### src/rtl/pipe_hazard_ctrl_pkg.sv
// Shared definitions for the pipeline hazard controller: FSM state encoding,
// legal branch-resolve stages and per-stage indices into the enable vector.
package pipe_hazard_ctrl_pkg;

  typedef enum logic [1:0] {
    StRun     = 2'd0,
    StMemWait = 2'd1,
    StHalt    = 2'd2
  } state_e;

  // Stage in which branches resolve; decides how many younger stages get squashed.
  localparam int unsigned BranchStageEx  = 2;
  localparam int unsigned BranchStageMem = 3;

  // Index of each pipeline register in the write-enable vector.
  localparam int unsigned StagePc    = 0;
  localparam int unsigned StageIfId  = 1;
  localparam int unsigned StageIdEx  = 2;
  localparam int unsigned StageExMem = 3;
  localparam int unsigned StageMemWb = 4;
  localparam int unsigned NumStages  = 5;

endpackage

### src/rtl/pipe_hazard_ctrl_load_use_detect.sv
// Load-use hazard comparator: a load in EX whose destination is read by the
// instruction in ID. x0 never creates a dependency.
module pipe_hazard_ctrl_load_use_detect #(
  parameter int unsigned ADDR_WIDTH = 5
) (
  input  logic                  memread,
  input  logic [ADDR_WIDTH-1:0] rd,
  input  logic [ADDR_WIDTH-1:0] rs1,
  input  logic [ADDR_WIDTH-1:0] rs2,
  input  logic                  use_rs1,
  input  logic                  use_rs2,
  output logic                  hazard
);

  // Flag a dependency only on sources the ID instruction actually reads.
  always_comb begin
    hazard = memread & (rd != '0) &
             ((use_rs1 & (rs1 == rd)) | (use_rs2 & (rs2 == rd)));
  end

endmodule

### src/rtl/pipe_hazard_ctrl.sv
// Stall/flush controller for the 5-stage in-order pipeline. Priority in RUN is
// memory wait > branch squash > load-use. A memory wait longer than
// MEM_TIMEOUT cycles parks the controller in HALT until reset.
module pipe_hazard_ctrl
  import pipe_hazard_ctrl_pkg::*;
#(
  parameter int unsigned REG_ADDR_WIDTH = 5,
  parameter int unsigned BRANCH_STAGE   = 3,
  parameter int unsigned MEM_TIMEOUT    = 64,
  parameter int unsigned CNT_WIDTH      = 16
) (
  input  logic                      clk,
  input  logic                      rst,
  input  logic                      id_ex_memread,
  input  logic [REG_ADDR_WIDTH-1:0] id_ex_rd,
  input  logic [REG_ADDR_WIDTH-1:0] if_id_rs1,
  input  logic [REG_ADDR_WIDTH-1:0] if_id_rs2,
  input  logic                      if_id_use_rs1,
  input  logic                      if_id_use_rs2,
  input  logic                      branch_taken,
  input  logic                      data_req,
  input  logic                      data_ack,
  output logic                      pc_we,
  output logic                      if_id_we,
  output logic                      id_ex_we,
  output logic                      ex_mem_we,
  output logic                      mem_wb_we,
  output logic                      if_id_flush,
  output logic                      id_ex_flush,
  output logic                      ex_mem_flush,
  output logic                      mem_wb_flush,
  output logic                      pc_redirect,
  output logic                      halted,
  output logic [CNT_WIDTH-1:0]      stall_cnt,
  output logic [CNT_WIDTH-1:0]      flush_cnt
);

  localparam int unsigned       WaitW    = $clog2(MEM_TIMEOUT);
  localparam logic [WaitW-1:0]  WaitLast = WaitW'(MEM_TIMEOUT - 1);

  state_e                 state_q, state_d;
  logic [WaitW-1:0]       wait_q, wait_d;
  logic                   halted_q;
  logic [CNT_WIDTH-1:0]   stall_q, flush_q;
  logic [NumStages-1:0]   we;
  logic                   load_use;
  logic                   mem_hold;

  pipe_hazard_ctrl_load_use_detect #(
    .ADDR_WIDTH(REG_ADDR_WIDTH)
  ) u_load_use (
    .memread (id_ex_memread),
    .rd      (id_ex_rd),
    .rs1     (if_id_rs1),
    .rs2     (if_id_rs2),
    .use_rs1 (if_id_use_rs1),
    .use_rs2 (if_id_use_rs2),
    .hazard  (load_use)
  );

  // Once waiting, only the ack releases the freeze; a zero-cycle ack never stalls.
  assign mem_hold = (state_q == StMemWait) ? ~data_ack : (data_req & ~data_ack);

  // State, wait-counter and sticky halt registers.
  always_ff @(posedge clk or posedge rst) begin
    if (rst) begin
      state_q  <= StRun;
      wait_q   <= '0;
      halted_q <= 1'b0;
    end else begin
      state_q  <= state_d;
      wait_q   <= wait_d;
      halted_q <= halted_q | (state_d == StHalt);
    end
  end

  // Next-state: enter MEM_WAIT on a stall, leave on ack, halt on timeout.
  always_comb begin
    state_d = state_q;
    wait_d  = wait_q;
    case (state_q)
      StRun: begin
        if (mem_hold) begin
          state_d = StMemWait;
          wait_d  = WaitW'(1);
        end
      end
      StMemWait: begin
        if (data_ack) begin
          state_d = StRun;
          wait_d  = '0;
        end else if (wait_q == WaitLast) begin
          state_d = StHalt;
        end else begin
          wait_d = wait_q + WaitW'(1);
        end
      end
      StHalt:  state_d = StHalt;
      default: state_d = StRun;
    endcase
  end

  // Output decode: stage enables, bubble strobes and PC redirect.
  always_comb begin
    we           = '0;
    if_id_flush  = 1'b0;
    id_ex_flush  = 1'b0;
    ex_mem_flush = 1'b0;
    mem_wb_flush = 1'b0;
    pc_redirect  = 1'b0;
    if (!rst) begin
      case (state_q)
        StRun, StMemWait: begin
          if (mem_hold) begin
            // Freeze upstream; drain a bubble into WB so the stalled access isn't retired twice.
            we[StageMemWb] = 1'b1;
            mem_wb_flush   = 1'b1;
          end else if (branch_taken) begin
            we           = '1;
            pc_redirect  = 1'b1;
            if_id_flush  = 1'b1;
            id_ex_flush  = 1'b1;
            ex_mem_flush = (BRANCH_STAGE == BranchStageMem);
          end else if (load_use) begin
            we             = '1;
            we[StagePc]    = 1'b0;
            we[StageIfId]  = 1'b0;
            id_ex_flush    = 1'b1;
          end else begin
            we = '1;
          end
        end
        default: ;
      endcase
    end
  end

  // Saturating performance counters; HALT cycles are not counted as stalls.
  always_ff @(posedge clk or posedge rst) begin
    if (rst) begin
      stall_q <= '0;
      flush_q <= '0;
    end else begin
      if (!we[StagePc] && (state_q != StHalt) && (stall_q != '1)) begin
        stall_q <= stall_q + CNT_WIDTH'(1);
      end
      if (pc_redirect && (flush_q != '1)) begin
        flush_q <= flush_q + CNT_WIDTH'(1);
      end
    end
  end

  assign pc_we     = we[StagePc];
  assign if_id_we  = we[StageIfId];
  assign id_ex_we  = we[StageIdEx];
  assign ex_mem_we = we[StageExMem];
  assign mem_wb_we = we[StageMemWb];
  assign halted    = halted_q;
  assign stall_cnt = stall_q;
  assign flush_cnt = flush_q;

endmodule

### config.mk
export PLATFORM = sky130hd
export DESIGN_NAME = pipe_hazard_ctrl
export DESIGN_NICKNAME = d
export VERILOG_FILES = /design/src/rtl/pipe_hazard_ctrl_pkg.sv /design/src/rtl/pipe_hazard_ctrl_load_use_detect.sv /design/src/rtl/pipe_hazard_ctrl.sv
export SDC_FILE = /design/constraint.sdc
export NUM_CORES = 1
export LEC_CHECK = 0
export ABC_AREA = 1
export CORE_ASPECT_RATIO = 1.5
export CORE_UTILIZATION = 46
export DETAILED_ROUTE_END_ITERATION = 6
export GPL_ROUTABILITY_DRIVEN = 1
export PLACE_DENSITY = 0.88
export SYNTH_ARGS = -nofsm -noshare
export SYNTH_HDL_FRONTEND = slang
export SYNTH_HIERARCHICAL = 1
export SYNTH_SLANG_ARGS = --single-unit
### constraint.sdc
create_clock -name clk -period 1.6 [get_ports clk]
set_input_delay 0.16 -clock clk [delete_from_list [all_inputs] [get_ports clk]]
set_output_delay 0.16 -clock clk [all_outputs]
set_load 0.02 [all_outputs]
==> flow_summary.yaml, run 1 <==
cts:
  clock_path_buffers: 2
  cts-root-buf: "clkbuf_8"
  numCtsBuffers: 5
  cts.sinks: 41
  cts_max_level: 2
  cts_tree: "built"
  path_clk_slew_ns: 0.08
  ctsHoldBuffers: 0
  insertion_delay_ns: 0.30
detailed_routing:
  drc: 0
  drtIter0Drc: 190
  drt-pass1-iter-count: 5
  dr_total_vias: 3030
  viasPerCell: 5.04
  routed_wl_um: 7380
  final_antenna_net_count: 0
  wire_per_inst_um: 12.3
floorplanning:
  core_area_um2: 5830
  die_x_um: 65.7
  die_y_um: 97.6
  die_area_um2: 6410
  start_util_pct: 48.1
  io_pins: 66
  rows: 34
sta:
  timing.final.ws_setup_ns: 0.0389
  fin_crit_sh_pct: 97.6
  relSlewSlack_pct: 81.0
  tightest_slew_ns: 0.282
  period_minus_slack_ns: 1.56
  max_freq_mhz: 641
  finalHoldViolations: 0
  setup_violations: 0
  slew_viol_final: 0
  worst_clock_skew_ns: 0.00803
  hold_ws_ns: 0.306
  fin_setup_tns_ns: 0
worst_setup_path:
  endpoint_kind: "output pin"
  cp_top_family: "buffers and inverters"
  worstPathArrival_ns: 1.40
  critPathMaxFanout: 5
  required_ns: 1.44
  path_buf_inv: 1
  crit_path_start_kind: "flip-flop"
  crit_chain: "clkdlybuf4s50_1"
  cpPeakStageDelay_ns: 0.65
  worst_path_max_delay_cell: "clkdlybuf4s50_1"
  critical_path_class: "reg -> out"
global_route:
  grt_pass1_vias: 2908
  grt_start_max_net_pins: 42
  antenna_found_initial: 0
  grt_pass1_wl_um: 12100
  overflow: 0
  grt.total_usage_pct: 24.1
cells_and_area:
  diodes: 0
  drive_gt1_share_pct: 19.7
  fin_nets: 554
  syn_to_final_growth_pct: 42.6
  final_area_um2: 3990
pwr:
  leakage_nw: 2.22
  ir_drop_uv: 639
  total_power_mw: 3.40
  powerDensity_nw_per_um2: 851
placed_design:
  portBuffers: 65
  place_ws_ns: -0.604
  globalplace.congestion: 0.846
  dp_hpwl_um: 5480
  place_area_um2: 3790
synth:
  synthesis.area_um2: 2800
  synth_compound_area_share_pct: 3.26
  synth_nets: 451
  avgSynthCellArea_um2: 6.59
  async_flop_share_pct: 100
  ys_types: 24
  synth-simple-area-share_pct: 43.9
  yosys.area_share.adder_pct: 1.34
  synth.area.mux_share_pct: 0
  synth_warnings: 6
  synth_top_family_by_area: "simple AND/OR/NAND/NOR gates"
  synth_xor_area_share_pct: 6.25
  ys_ff_latch: 41
  synth_cells: 425
  synth_edf_count: 0
  synth_top_flop_cell: "dfrtp_1"
  ys_seq_area_share_pct: 36.6
hold_path:
  hp-class: "in -> async"
job:
  cap_violations: 0
run_status:
  run_status: "finished, final reports clean"
==> placed cells by master, fill, tap and decap left out, types with 3 or more instances in the layout <==
cell type	instances
clkdlybuf4s50_1	25
buf_4	31
buf_2	6
dfrtp_2	5
dfrtp_1	36
nor2_1	43
inv_1	38
buf_6	8
nand3_2	3
clkbuf_8	6
nor2_4	5
dlymetal6s2s_1	15
clkbuf_2	3
o21ai_0	10
dlygate4sd2_1	11
buf_12	3
nand2_1	189
inv_2	8
nand4_1	10
nor2_2	3
nand2_2	13
xor2_1	12
nand3_1	20
xnor2_1	8
==> what timing repair did <==
| item | 4_1_cts | 5_1_grt |
|---|---|---|
| setup buffers | 0 | 2 |
| resized for setup | 63 | 46 |
| setup endpoints to repair | 26 | 56 |
| pin swaps | 11 | 14 |
==> worst reg2reg max path: cells and delay by family, from the launching register on <==
kind / cells / cell delay [ns]
buffers and inverters: 4 / 0.52
DFF: 1 / 0.45
and+or+nand+nor: 6 / 0.51
==> sequential cells by signal, indices dropped and copies added (netlist names) <==
name       count
flush_cnt     16
wait_q         6
halted         1
state_q        2
stall_cnt     16
==> final timing paths <==
check | from | end | slack (ns) | cells after the start
min reg2reg | halted | halted | 0.48 | 1
max | stall_cnt[10] | stall_cnt[10] | 0.04 | 1
max reg2reg | state_q[1] | stall_cnt[10] | 0.07 | 10
min | rst | wait_q[1] | 0.31 | 3
max in group asynchronous | rst | stall_cnt[0] | 1.06 | 3
min in group clk | halted | halted | 0.48 | 1
==> cells in the mapped netlist (3+ instances only) <==
| cell | instances | area share, % |
|---|---|---|
| buf_4 | 6 | 1.6 |
| dfrtp_1 | 41 | 37 |
| ha_1 | 3 | 1.3 |
| inv_1 | 41 | 5.5 |
| inv_2 | 5 | 0.67 |
| nand2_1 | 196 | 26 |
| nand2_2 | 7 | 1.6 |
| nand3_1 | 21 | 3.8 |
| nand3_2 | 3 | 1.1 |
| nand4_1 | 10 | 2.2 |
| nor2_1 | 45 | 6.0 |
| nor2_2 | 4 | 0.89 |
| o21ai_0 | 10 | 1.8 |
| xnor2_1 | 8 | 2.5 |
| xor2_1 | 12 | 3.8 |
==> area by class of cell <==
| cell class | instances | area, µm² |
|---|---|---|
| Fill cell | 469 | 1830 |
| Clock buffer | 7 | 86.3 |
| Timing Repair Buffer | 104 | 982 |
| Multi-Input combinational cell | 330 | 1600 |
| Clock inverter | 1 | 30.0 |
| Inverter | 46 | 173 |
| Sequential cell | 41 | 1030 |
| Tap cell | 72 | 90.1 |
==> power by group <==
part           switching (mW)  internal, mW  leakage, nW
logic                   0.637         0.558         1.62
clock network           0.364         0.509       0.0585
registers               0.158          1.17        0.545
total                    1.16          2.24         2.22
==> metal layers <==
layer  wire, µm  vias to the layer above  global-route usage, %
li1           -                     1502                      -
met4        216                        0                   12.2
met1       2850                     1410                   24.3
met3        279                       21                   4.69
met2       4040                       97                   44.7
met5          0                        -                      0
==> kinds of logic (layout without fill, tap and decap cells) <==
kind of cell | after synthesis | after routing
XOR/XNOR | 20 | 20
AND/OR/NAND/NOR | 292 | 292
buffers and inverters | 54 | 158
adder cells (fa/ha/maj) | 3 | 3
AO/OA/AOI/OAI | 15 | 15
flip-flops | 41 | 41
==> metrics by stage <==
stage | utilization [%] | cells
6_report | 68.5 | 601
3_5_place_dp | 65.0 | 591
3_3_place_gp | 65.0 | 591
5_1_grt | 68.5 | 601
4_1_cts | 66.4 | 599
2_1_floorplan | - | 425
(Power assumes the default switching activity.)
==> run 2, diff against run 1 <==
--- a/config.mk
+++ b/config.mk
@@ -7,7 +7,9 @@
 export LEC_CHECK = 0
 export ABC_AREA = 1
 export CORE_ASPECT_RATIO = 1.5
+export CORE_MARGIN = 2
 export CORE_UTILIZATION = 46
+export CTS_CLUSTER_SIZE = 24
 export DETAILED_ROUTE_END_ITERATION = 6
 export GPL_ROUTABILITY_DRIVEN = 1
 export PLACE_DENSITY = 0.88
==> flow_summary.yaml, run 2 (synthesis results as in run 1) <==
floorplanning:
  rows: 34
  die_area_um2: 6740
  io_pins: 66
  core_area_um2: 5830
  start_util_pct: 48.1
  die_x_um: 67.7
  die_y_um: 99.6
placed_design:
  dp_cells: 596
  portBuffers: 65
  dp_hpwl_um: 5680
  globalplace.congestion: 0.815
  place_area_um2: 3840
worst_setup_path:
  cp_top_family: "buffers and inverters"
  critPathMaxFanout: 5
  path_buf_inv: 1
  worst_path_max_delay_cell: "clkdlybuf4s50_1"
  critical_path_class: "reg -> out"
  cpPeakStageDelay_ns: 0.65
  required_ns: 1.44
  worstPathArrival_ns: 1.41
  endpoint_kind: "output pin"
  crit_chain: "clkdlybuf4s50_1"
  crit_path_start_kind: "flip-flop"
sta:
  max_freq_mhz: 635
  tightest_slew_ns: 0.288
  worst_clock_skew_ns: 0.0123
  setup_violations: 0
  period_minus_slack_ns: 1.57
  slew_viol_final: 0
  finalHoldViolations: 0
  hold_ws_ns: 0.342
  rsz0062_at_grt: "yes"
  relSlewSlack_pct: 80.7
  fin_crit_sh_pct: 98.4
job:
  cap_violations: 0
cells_and_area:
  final_area_um2: 4050
  final_util_pct: 69.5
  syn_to_final_growth_pct: 44.5
  multi_input_area_um2: 1590
  final_common_cell: "nand2_1"
  nFillCells: 478
  drive_gt1_share_pct: 20.7
  seqCellArea_um2: 1030
  diodes: 0
  fin_cells: 608
  final_cell_mix: "190 x nand2_1, 42 x nor2_1, 40 x inv_1, 40 x buf_4, 36 x dfrtp_1"
  fin_nets: 561
pwr:
  leakage_nw: 2.15
  ir_drop_uv: 621
  powerDensity_nw_per_um2: 872
global_route:
  grt.total_usage_pct: 23.8
  grt_pass1_wl_um: 12500
  grt_start_max_net_pins: 42
  antenna_found_initial: 0
  overflow: 0
  grt_pass1_vias: 2976
run_status:
  run_status: "finished, final reports clean"
cts:
  clock_path_buffers: 2
  cts.sinks: 41
  insertion_delay_ns: 0.30
  path_clk_slew_ns: 0.08
  numCtsBuffers: 5
  ctsHoldBuffers: 0
  cts-root-buf: "clkbuf_8"
  cts_tree: "built"
  cts_max_level: 2
hold_path:
  hp-class: "in -> async"
detailed_routing:
  dr_total_vias: 3046
  routed_wl_um: 7550
  viasPerCell: 5.01
  drc: 0
  drt-pass1-iter-count: 4
  final_antenna_net_count: 0
  wire_per_inst_um: 12.4
  drtIter0Drc: 134
==> run 2: worst paths after layout <==
kind | from | endpoint | slack [ns] | depth (start not counted)
worst max-delay path | stall_cnt[10] | stall_cnt[10] | 0.03 | 1
worst min-delay path | rst | wait_q[0] | 0.34 | 3
worst max register to register | stall_cnt[1] | stall_cnt[14] | 0.11 | 9
worst min register to register | halted | halted | 0.50 | 1
max in group asynchronous | rst | stall_cnt[0] | 1.03 | 3
min in group clk | halted | halted | 0.50 | 1
==> run 2: routing by layer <==
metal,part of all wire (%),track usage (%),vias to the layer above,wire [µm]
li1,-,-,1518,-
met1,38,25.8,1420,2840
met3,3.5,3.51,20,264
met2,56,43.7,88,4220
met5,0,0,-,0
met4,2.9,10.8,0,221
==> run 2: final cells by class <==
cell class / instances / share of cell area [%]
timing repair buffer: 111 / 25.4
multi-input combinational: 330 / 39.3
tap: 72 / 2.22
inverter: 46 / 4.26
clock buffer: 5 / 1.70
clock inverter: 3 / 1.61
sequential: 41 / 25.5
==> run 2: power by group <==
group          internal (mW)  switching [mW]  total (mW)
Combinational          0.560           0.644        1.20
Sequential              1.17           0.158        1.33
Clock                  0.620           0.379       0.999
Total                   2.35            1.18        3.53
==> run 2: per-stage QoR <==
step | power, mW | setup TNS [ns] | setup WS [ns]
floorplan | 1.96 | 0 | 0.0186
global placement | 2.51 | -11.22 | -0.537
detailed placement | 2.56 | -12.98 | -0.585
CTS | 3.53 | 0 | 0.00351
global route | 3.72 | -0.00977 | -0.00518
finish | 3.53 | 0 | 0.0257
==> run 2: what timing repair did <==
action | 4_1_cts | 5_1_grt
buffers inserted | 3 | 0
cloned | 1 | 0
gates resized for setup | 69 | 41
pin swaps | 11 | 14
endpoints found under the setup margin | 30 | 41
==> run 3, diff against run 2 <==
==> constraint.sdc (replaced) <==
create_clock -name clk -period 1.6 [get_ports clk]
set_input_delay 0.16 -clock clk [delete_from_list [all_inputs] [get_ports clk]]
set_output_delay 0.16 -clock clk [all_outputs]
set_load 0.01 [all_outputs]
==> flow_summary.yaml, run 3 (synthesis results as in run 1) <==
global_route:
  grt_pass1_vias: 2908
  antenna_found_initial: 0
  grt.total_usage_pct: 23.4
  grt_pass1_wl_um: 12300
  overflow: 0
  grt_start_max_net_pins: 42
floorplanning:
  start_util_pct: 48.1
  rows: 34
  die_y_um: 99.6
  die_x_um: 67.7
  core_area_um2: 5830
  io_pins: 66
  die_area_um2: 6740
detailed_routing:
  drt-pass1-iter-count: 7
  top_layer_used: "met4"
  m1WireLength_um: 2870
  drtIter0Drc: 249
  final_antenna_net_count: 0
  wl_met3_um: 234
  drc: 0
  dr_total_vias: 3060
  wire_per_inst_um: 12.6
  wl_met2_um: 4330
  routed_wl_um: 7610
  viasPerCell: 5.06
cells_and_area:
  syn_to_final_growth_pct: 40.5
  multi_input_area_um2: 1590
  final_area_um2: 3940
  final_common_cell: "nand2_1"
  nFillCells: 486
  drive_gt1_share_pct: 18.9
  final_cell_mix: "190 x nand2_1, 41 x nor2_1, 41 x dfrtp_1"
  seqCellArea_um2: 1030
  fin_nets: 558
  diodes: 0
cts:
  cts.sinks: 41
  cts-root-buf: "clkbuf_8"
  clock_path_buffers: 2
  numCtsBuffers: 5
  cts_tree: "built"
  cts_max_level: 2
  insertion_delay_ns: 0.30
  path_clk_slew_ns: 0.08
worst_setup_path:
  r2r_cells: 8
  crit_path_start_kind: "primary input"
  path_common_cell: "nand2_1"
  path_buf_inv: 4
  cp_top_family: "buffers and inverters"
  cpPeakStageDelay_ns: 0.25
  worst_path_max_delay_cell: "dlygate4sd2_1"
  critPathMaxFanout: 3
  endpoint_kind: "output pin"
  required_ns: 1.44
  critical_path_class: "in -> out"
  worstPathArrival_ns: 1.38
  crit_cells: 11
  crit_chain: "dlygate4sd2_1 > inv_2 > nand2_1 > nand2_1 > nor2_1 > nand3_1 > a21oi_2 > nand2_1 > nand4_1 > inv_1 > buf_2"
pwr:
  ir_drop_uv: 476
  total_power_mw: 3.10
  leakage_nw: 2.00
  powerDensity_nw_per_um2: 789
placed_design:
  dp_hpwl_um: 5710
  place_area_um2: 3800
  portBuffers: 65
  globalplace.congestion: 0.860
sta:
  hold_ws_ns: 0.310
  fin_crit_sh_pct: 96.2
  finalHoldViolations: 0
  period_minus_slack_ns: 1.54
  worst_clock_skew_ns: 0.00796
  relSlewSlack_pct: 81.3
  setup_violations: 0
  slew_viol_final: 0
  rsz0062_at_grt: "yes"
  max_freq_mhz: 649
  tightest_slew_ns: 0.277
run_status:
  run_status: "finished, final reports clean"
job:
  cap_violations: 0
hold_path:
  hp-class: "in -> async"
[run 3: cell type report]
type	count	area share, %
timing repair buffer	108	24.7
clock inverter	3	0.445
tap	72	2.29
clock buffer	5	1.75
multi-input combinational	330	40.3
inverter	46	4.39
sequential	41	26.1
[run 3: through the flow]
step                      cells  TNS [ns]  setup WS (ns)  utilization, %
after floorplan             425         0         0.0137               -
after global placement      592    -10.02         -0.470            65.2
after detailed placement    592    -12.47         -0.551            65.2
after CTS                   602   -0.0613        -0.0333            66.0
after global routing        605    -0.352        -0.0454            67.5
final                       605         0         0.0602            67.5
[run 3: metal layers]
layer  up-vias  global-route usage, %
met5         -                      0
met4         0                   11.9
met3        17                   3.39
met2        83                   42.6
met1      1446                   24.9
li1       1514                      -
[run 3: worst paths after layout]
path                       slack (ns)           end   startpoint
setup / recovery                 0.06      if_id_we  id_ex_rd[3]
hold / removal                   0.31     wait_q[0]          rst
setup reg to reg                 0.09     wait_q[3]    wait_q[1]
hold reg to reg                  0.48        halted       halted
max in group asynchronous        1.07  stall_cnt[0]          rst
min in group clk                 0.48        halted       halted
[run 3: worst min-delay path, cell delays in order]
cell             delay (ns)
clkdlybuf4s50_1        0.46
inv_1                  0.12
buf_12                 0.24
[run 3: repair_timing]
action / in CTS / in global routing
hold buffers: 0 / 0
endpoints found under the setup margin: 26 / 40
setup buffers: 2 / 4
pin swaps: 10 / 12
resized for setup: 51 / 30
[run 3: report_power, final]
part / total, mW / switching, mW / internal (mW)
Sequential: 1.31 / 0.150 / 1.16
Clock: 0.682 / 0.381 / 0.302
Combinational: 1.11 / 0.543 / 0.566
Total: 3.10 / 1.07 / 2.03
